--- src/rtl/mem_arbiter.sv ---
// -----------------------------------------------------------------------------
// mem_arbiter
//
// Purpose:
//   Two-master arbiter in front of a single-port memory. It serves an
//   instruction-fetch master (read only) and a load/store master (read/write
//   with byte mask). Only one transaction is in flight at a time:
//   IDLE (grant) -> ACCESS (memory strobe) -> RESP (rvalid pulse) -> IDLE.
//   Load/store has priority. Fetch wins anyway once it has lost
//   STARVE_LIMIT consecutive arbitrations.
//
// Ports:
//   i_clk, i_reset          clock; asynchronous active-high reset
//   i_if_req, i_if_addr     fetch request and word address
//   o_if_gnt                fetch grant (combinational, IDLE only)
//   o_if_rvalid, o_if_rdata fetch response (one-cycle pulse in RESP)
//   i_ls_req, i_ls_addr,    load/store request, address, write data,
//   i_ls_wdata, i_ls_mask,  byte mask and write enable
//   i_ls_wren
//   o_ls_gnt                load/store grant (combinational, IDLE only)
//   o_ls_rvalid, o_ls_rdata load/store response (writes return 0)
//   o_mem_addr, o_mem_wdata,
//   o_mem_mask, o_mem_wren  memory strobes, active during ACCESS only
//   i_mem_rdata             combinational memory read data
//   o_busy                  high whenever the FSM is not IDLE
// -----------------------------------------------------------------------------
module mem_arbiter #(
    parameter int STARVE_LIMIT = 4
) (
    input  logic        i_clk,
    input  logic        i_reset,

    input  logic        i_if_req,
    input  logic [15:0] i_if_addr,
    output logic        o_if_gnt,
    output logic        o_if_rvalid,
    output logic [31:0] o_if_rdata,

    input  logic        i_ls_req,
    input  logic [15:0] i_ls_addr,
    input  logic [31:0] i_ls_wdata,
    input  logic [3:0]  i_ls_mask,
    input  logic        i_ls_wren,
    output logic        o_ls_gnt,
    output logic        o_ls_rvalid,
    output logic [31:0] o_ls_rdata,

    output logic [15:0] o_mem_addr,
    output logic [31:0] o_mem_wdata,
    output logic [3:0]  o_mem_mask,
    output logic        o_mem_wren,
    input  logic [31:0] i_mem_rdata,

    output logic        o_busy
);

    // The counter must hold the value STARVE_LIMIT itself.
    localparam int CNT_W = (STARVE_LIMIT < 1) ? 1 : $clog2(STARVE_LIMIT + 1);
    localparam logic [CNT_W-1:0] STARVE_MAX = CNT_W'(STARVE_LIMIT);

    typedef enum logic [1:0] {
        IDLE   = 2'd0,
        ACCESS = 2'd1,
        RESP   = 2'd2
    } state_t;

    typedef enum logic {
        OWN_IF = 1'b0,
        OWN_LS = 1'b1
    } owner_t;

    state_t           state_q,  state_d;
    owner_t           owner_q,  owner_d;
    logic [CNT_W-1:0] starve_q, starve_d;
    logic [15:0]      addr_q,   addr_d;
    logic [31:0]      wdata_q,  wdata_d;
    logic [3:0]       mask_q,   mask_d;
    logic             wren_q,   wren_d;
    logic [31:0]      resp_q,   resp_d;

    logic             arb_open;
    logic             fetch_wins;
    logic             in_access;
    logic             in_resp;

    // Expand a byte mask to a 32-bit lane mask.
    function automatic logic [31:0] lane_mask(input logic [3:0] m);
        logic [31:0] r;
        for (int b = 0; b < 4; b++) begin
            r[8*b +: 8] = {8{m[b]}};
        end
        return r;
    endfunction

    // Increment that sticks at STARVE_LIMIT.
    function automatic logic [CNT_W-1:0] sat_inc(input logic [CNT_W-1:0] c);
        return (c == STARVE_MAX) ? c : c + CNT_W'(1);
    endfunction

    // ------------------------------------------------------------------
    // Arbitration (combinational, only meaningful in IDLE)
    // ------------------------------------------------------------------
    // Gating with i_reset keeps both grants low while reset is held even
    // though the state register already reads IDLE.
    assign arb_open   = (state_q == IDLE) && !i_reset;
    assign fetch_wins = i_if_req && (!i_ls_req || (starve_q == STARVE_MAX));
    assign o_if_gnt   = arb_open && fetch_wins;
    assign o_ls_gnt   = arb_open && i_ls_req && !fetch_wins;

    // ------------------------------------------------------------------
    // Next-state logic
    // ------------------------------------------------------------------
    always_comb begin
        state_d  = state_q;
        owner_d  = owner_q;
        starve_d = starve_q;
        addr_d   = addr_q;
        wdata_d  = wdata_q;
        mask_d   = mask_q;
        wren_d   = wren_q;
        resp_d   = resp_q;

        unique case (state_q)
            IDLE: begin
                // Fetch not asking means it is not being starved.
                if (!i_if_req) begin
                    starve_d = '0;
                end

                if (o_if_gnt) begin
                    state_d  = ACCESS;
                    owner_d  = OWN_IF;
                    addr_d   = i_if_addr;
                    wdata_d  = '0;
                    mask_d   = 4'hF;
                    wren_d   = 1'b0;
                    starve_d = '0;
                end else if (o_ls_gnt) begin
                    state_d  = ACCESS;
                    owner_d  = OWN_LS;
                    addr_d   = i_ls_addr;
                    wdata_d  = i_ls_wdata;
                    mask_d   = i_ls_mask;
                    wren_d   = i_ls_wren;
                    if (i_if_req) begin
                        starve_d = sat_inc(starve_q);
                    end
                end
            end

            ACCESS: begin
                // Only enabled lanes are returned; a write acknowledges
                // with zero and a zero mask reads as zero.
                resp_d  = wren_q ? 32'h0 : (i_mem_rdata & lane_mask(mask_q));
                state_d = RESP;
            end

            RESP: begin
                state_d = IDLE;
            end

            default: begin
                state_d = IDLE;
            end
        endcase
    end

    // ------------------------------------------------------------------
    // State registers
    // ------------------------------------------------------------------
    always_ff @(posedge i_clk or posedge i_reset) begin
        if (i_reset) begin
            state_q  <= IDLE;
            owner_q  <= OWN_IF;
            starve_q <= '0;
            addr_q   <= '0;
            wdata_q  <= '0;
            mask_q   <= '0;
            wren_q   <= 1'b0;
            resp_q   <= '0;
        end else begin
            state_q  <= state_d;
            owner_q  <= owner_d;
            starve_q <= starve_d;
            addr_q   <= addr_d;
            wdata_q  <= wdata_d;
            mask_q   <= mask_d;
            wren_q   <= wren_d;
            resp_q   <= resp_d;
        end
    end

    // ------------------------------------------------------------------
    // Outputs decoded from registered state
    // ------------------------------------------------------------------
    // Reset forces state_q to IDLE asynchronously, so the memory strobes
    // and rvalids drop in the same instant reset rises.
    assign in_access   = (state_q == ACCESS);
    assign in_resp     = (state_q == RESP);

    assign o_busy      = (state_q != IDLE);

    assign o_mem_addr  = in_access ? addr_q  : 16'h0;
    assign o_mem_wdata = in_access ? wdata_q : 32'h0;
    assign o_mem_mask  = in_access ? mask_q  : 4'h0;
    assign o_mem_wren  = in_access && wren_q;

    assign o_if_rvalid = in_resp && (owner_q == OWN_IF);
    assign o_ls_rvalid = in_resp && (owner_q == OWN_LS);
    assign o_if_rdata  = o_if_rvalid ? resp_q : 32'h0;
    assign o_ls_rdata  = o_ls_rvalid ? resp_q : 32'h0;

endmodule

--- config.mk ---
export PLATFORM = sky130hd
export DESIGN_NAME = mem_arbiter
export DESIGN_NICKNAME = d
export VERILOG_FILES = /design/src/rtl/mem_arbiter.sv
export SDC_FILE = /design/constraint.sdc
export NUM_CORES = 1
export LEC_CHECK = 0
export CAP_MARGIN = 40
export CELL_PAD_IN_SITES_DETAIL_PLACEMENT = 1
export CELL_PAD_IN_SITES_GLOBAL_PLACEMENT = 1
export CORE_ASPECT_RATIO = 0.75
export CORE_UTILIZATION = 32
export CTS_BUF_LIST = sky130_fd_sc_hd__clkbuf_8
export DETAILED_ROUTE_END_ITERATION = 8
export HOLD_SLACK_MARGIN = 0.08
export PLACE_DENSITY_LB_ADDON = 0.25
export REMOVE_ABC_BUFFERS = 1
export SKIP_LAST_GASP = 1
export SYNTH_ARGS = -nofsm -noshare
export SYNTH_HDL_FRONTEND = slang
export SYNTH_SLANG_ARGS = --single-unit
--- constraint.sdc ---
create_clock -name i_clk -period 7.9 [get_ports i_clk]
set_clock_uncertainty 0.05 [all_clocks]
set_input_delay 0.79 -clock i_clk [delete_from_list [all_inputs] [get_ports i_clk]]
set_output_delay 0.79 -clock i_clk [all_outputs]
set_load 0.05 [all_outputs]
==> metrics <==
family with the most delay on the worst path=buffers and inverters; Syn Inst Count=384; count of placed standard cells in the final layout, fillers left out=774; fin nets=705; highest clock frequency the design can meet=206 MHz; number of distinct library cell variants in the gate-level netlist after synthesis=32; Pleak=2.97 nW; number of slew-limit violations in the final report=0; Worst Tran Pin Value=730 ps; setup repair after global routing missed its margin=false; TritonRoute pass-1 iters=4; arrival time at the worst endpoint=4010 ps; total number of H-tree levels=3; IO buf count=226; post-detailed-route wirelength per cell=18.1 um; number of warnings issued by yosys=0; HPWL reported at the end of detailed placement=10.5 mm; number of maximum-capacitance constraint violations=0; standard-cell row count=36; total global routing overflow=0; via count of the first global-routing pass=4090; weighted congestion at the end of routability-driven global placement=0.828; Inst Count DP=758; synthesized flop and latch total=91; Resized cells post-CTS=0; TritonCTS Buffers=9; vertical die dimension=103 um; post-placement setup slack=3060 ps; clock root buffer=clkbuf_8; CTS sink cnt=91; sequential share of the synthesized area=52.8%; number of DRC markers after the initial detailed-route iteration=127; Post-CTS Hold Buffers=0; TritonCTS clock tree=yes; cell area after synthesis=0.00431 mm^2; Required @ worst endpoint=7060 ps; Tcrit/Tclk final=61.4%; initial core utilization=33.0%; largest fanout on the critical path=34; worst path setup slack after routing=3050 ps; number of vias in the routed layout=3831; CP Capture Type=output pin; pin count of the biggest net entering global routing=45; mean post-synth cell area=11.2 um^2; Clock Latency Late Sink=360 ps; type of the worst setup path=input pin to output pin; Crit path largest cell delay=920 ps; overall fraction of global-route tracks in use=20.5%; status=finished, final reports clean; startpoint type of the worst setup path=input pin; kind of path behind the tightest hold check=flop to flop; share of final-layout standard cells stronger than drive strength 1=6.97%; number of failing setup endpoints in the final timing report=0; crit path buf inv count=4; Die Width=136 um; buffer levels on the longest clock path=2; min Tclk post-route=4850 ps; number of setup buffers added after CTS=0; worst ir drop on vdd=0.0877 mV; power density of the placed cells=217 mW/mm^2; CP dominant cell by count=clkdlybuf4s50_1; register clock-pin slew on the reported worst setup and hold paths=90 ps; Final ANT Viol Nets=0; number of antenna violations at the first check in global routing=0; overall die area=0.0140 mm^2; worst hold slack=448 ps; Area Overhead vs Synth=62.4%; global-route wire length before repair=21.9 mm; total power consumption of the routed design=1.52 mW; diode insertion count for antenna repair=0; worst relative slew slack=51.3%; I/O Pins=227; core outline area=0.0131 mm^2; via count normalized by instance count=4.95; detailed-route DRC error count=0; Critical-path top delay cell=clkdlybuf4s50_1; critical path, cell by cell=clkdlybuf4s50_1 -> nor4b_2 -> buf_4 -> nand2_1 -> inv_2 -> clkdlybuf4s50_1; number of failing hold endpoints at the final stage=0; aggregate negative setup slack=0 ps; detailed-route wire length=14.0 mm
==> synthesized netlist by cell type <==
master | n | area [um^2]
or2_1 | 1 | 6.26
a22oi_1 | 2 | 15.0
a31oi_1 | 2 | 12.5
o221a_2 | 8 | 90.1
nor3b_1 | 2 | 15.0
inv_2 | 1 | 3.75
and2_1 | 110 | 688
buf_1 | 3 | 11.3
or2b_1 | 1 | 7.51
buf_2 | 9 | 45.0
nor4b_2 | 1 | 15.0
nand3b_1 | 9 | 67.6
inv_1 | 14 | 52.6
o221a_1 | 8 | 90.1
buf_6 | 2 | 22.5
a211o_1 | 1 | 8.76
a22o_1 | 65 | 569
o21a_1 | 1 | 7.51
clkinv_2 | 1 | 5.00
nor3b_2 | 4 | 50.1
ha_1 | 2 | 25.0
and3b_1 | 1 | 8.76
clkbuf_1 | 16 | 60.1
buf_8 | 1 | 15.0
dfrtp_1 | 91 | 2280
o211ai_1 | 1 | 7.51
nor2_1 | 9 | 33.8
o22a_1 | 4 | 35.0
nand2_1 | 2 | 7.51
o21ai_0 | 10 | 50.1
or3_1 | 1 | 6.26
nand3_1 | 1 | 5.00
==> cells in the final DEF (no fill, tap or decap), drive strengths merged, types with 3 or more instances in the layout <==
cell type and n:
clkdlybuf4s50 226, and2 110, dfrtp 91, a22o 65
o221a 16, inv 15, o21ai 10, nor2 9
nand3b 9, clkbuf 9, buf 8, nor3b 6
o22a 4, clkinv 4, bufinv 3
==> logic make-up after synthesis <==
kind of cell | synth area share, %
DFF | 52.8
AOI/OAI and AO/OA | 20.5
buffers and inverters | 4.99
and+or+nand+nor | 21.1
adders and majority gates | 0.580
==> layer usage <==
layer	global-route usage [%]	wire length, um
met5	0	0
met4	6.58	270
met3	4.97	801
met2	33.7	6650
met1	26.7	6280
==> report_power, final <==
group | switching (mW) | internal, mW
combinational | 0.272 | 0.228
clock | 0.167 | 0.210
sequential | 0.0709 | 0.575
==> path summary, 6_finish.rpt <==
kind / cells after the start / slack [ps] / end / start
min in group asynchronous: 2 / 730 / addr_q[0] / i_reset
worst max-delay path: 6 / 3050 / o_ls_gnt / i_reset
worst min-delay path: 1 / 450 / wdata_q[21] / wdata_q[21]
max in group asynchronous: 4 / 6080 / resp_q[11] / i_reset
worst max register to register: 5 / 5310 / wdata_q[13] / state_q[0]
worst min register to register: 1 / 450 / wdata_q[21] / wdata_q[21]
==> flip-flops by register name, indices dropped and copies added (netlist names) <==
name,count
starve_q,3
owner_q,1
mask_q,4
wren_q,1
addr_q,16
state_q,2
resp_q,32
wdata_q,32
==> worst register-to-register path: stages (launching register included) <==
cell     delay, ps
dfrtp_1        470
nor4b_2        530
buf_4          250
nand2_1        340
inv_2          610
a22o_1         270
==> through the flow <==
stage	util (%)	cell area (um^2)
global route	53.6	7010
floorplan	-	4160
CTS	53.6	7010
finish	53.6	7010
detailed placement	51.8	6770
global placement	51.0	6660
==> area by class of cell <==
cell class	count	area, um^2
fill	1364	6060
timing repair buffer	234	2380
sequential	91	2280
multi-input combinational	246	1830
tap	171	214
clock buffer	9	124
clock inverter	7	116
inverter	16	63.8
Power figures use the tool's default switching activity.
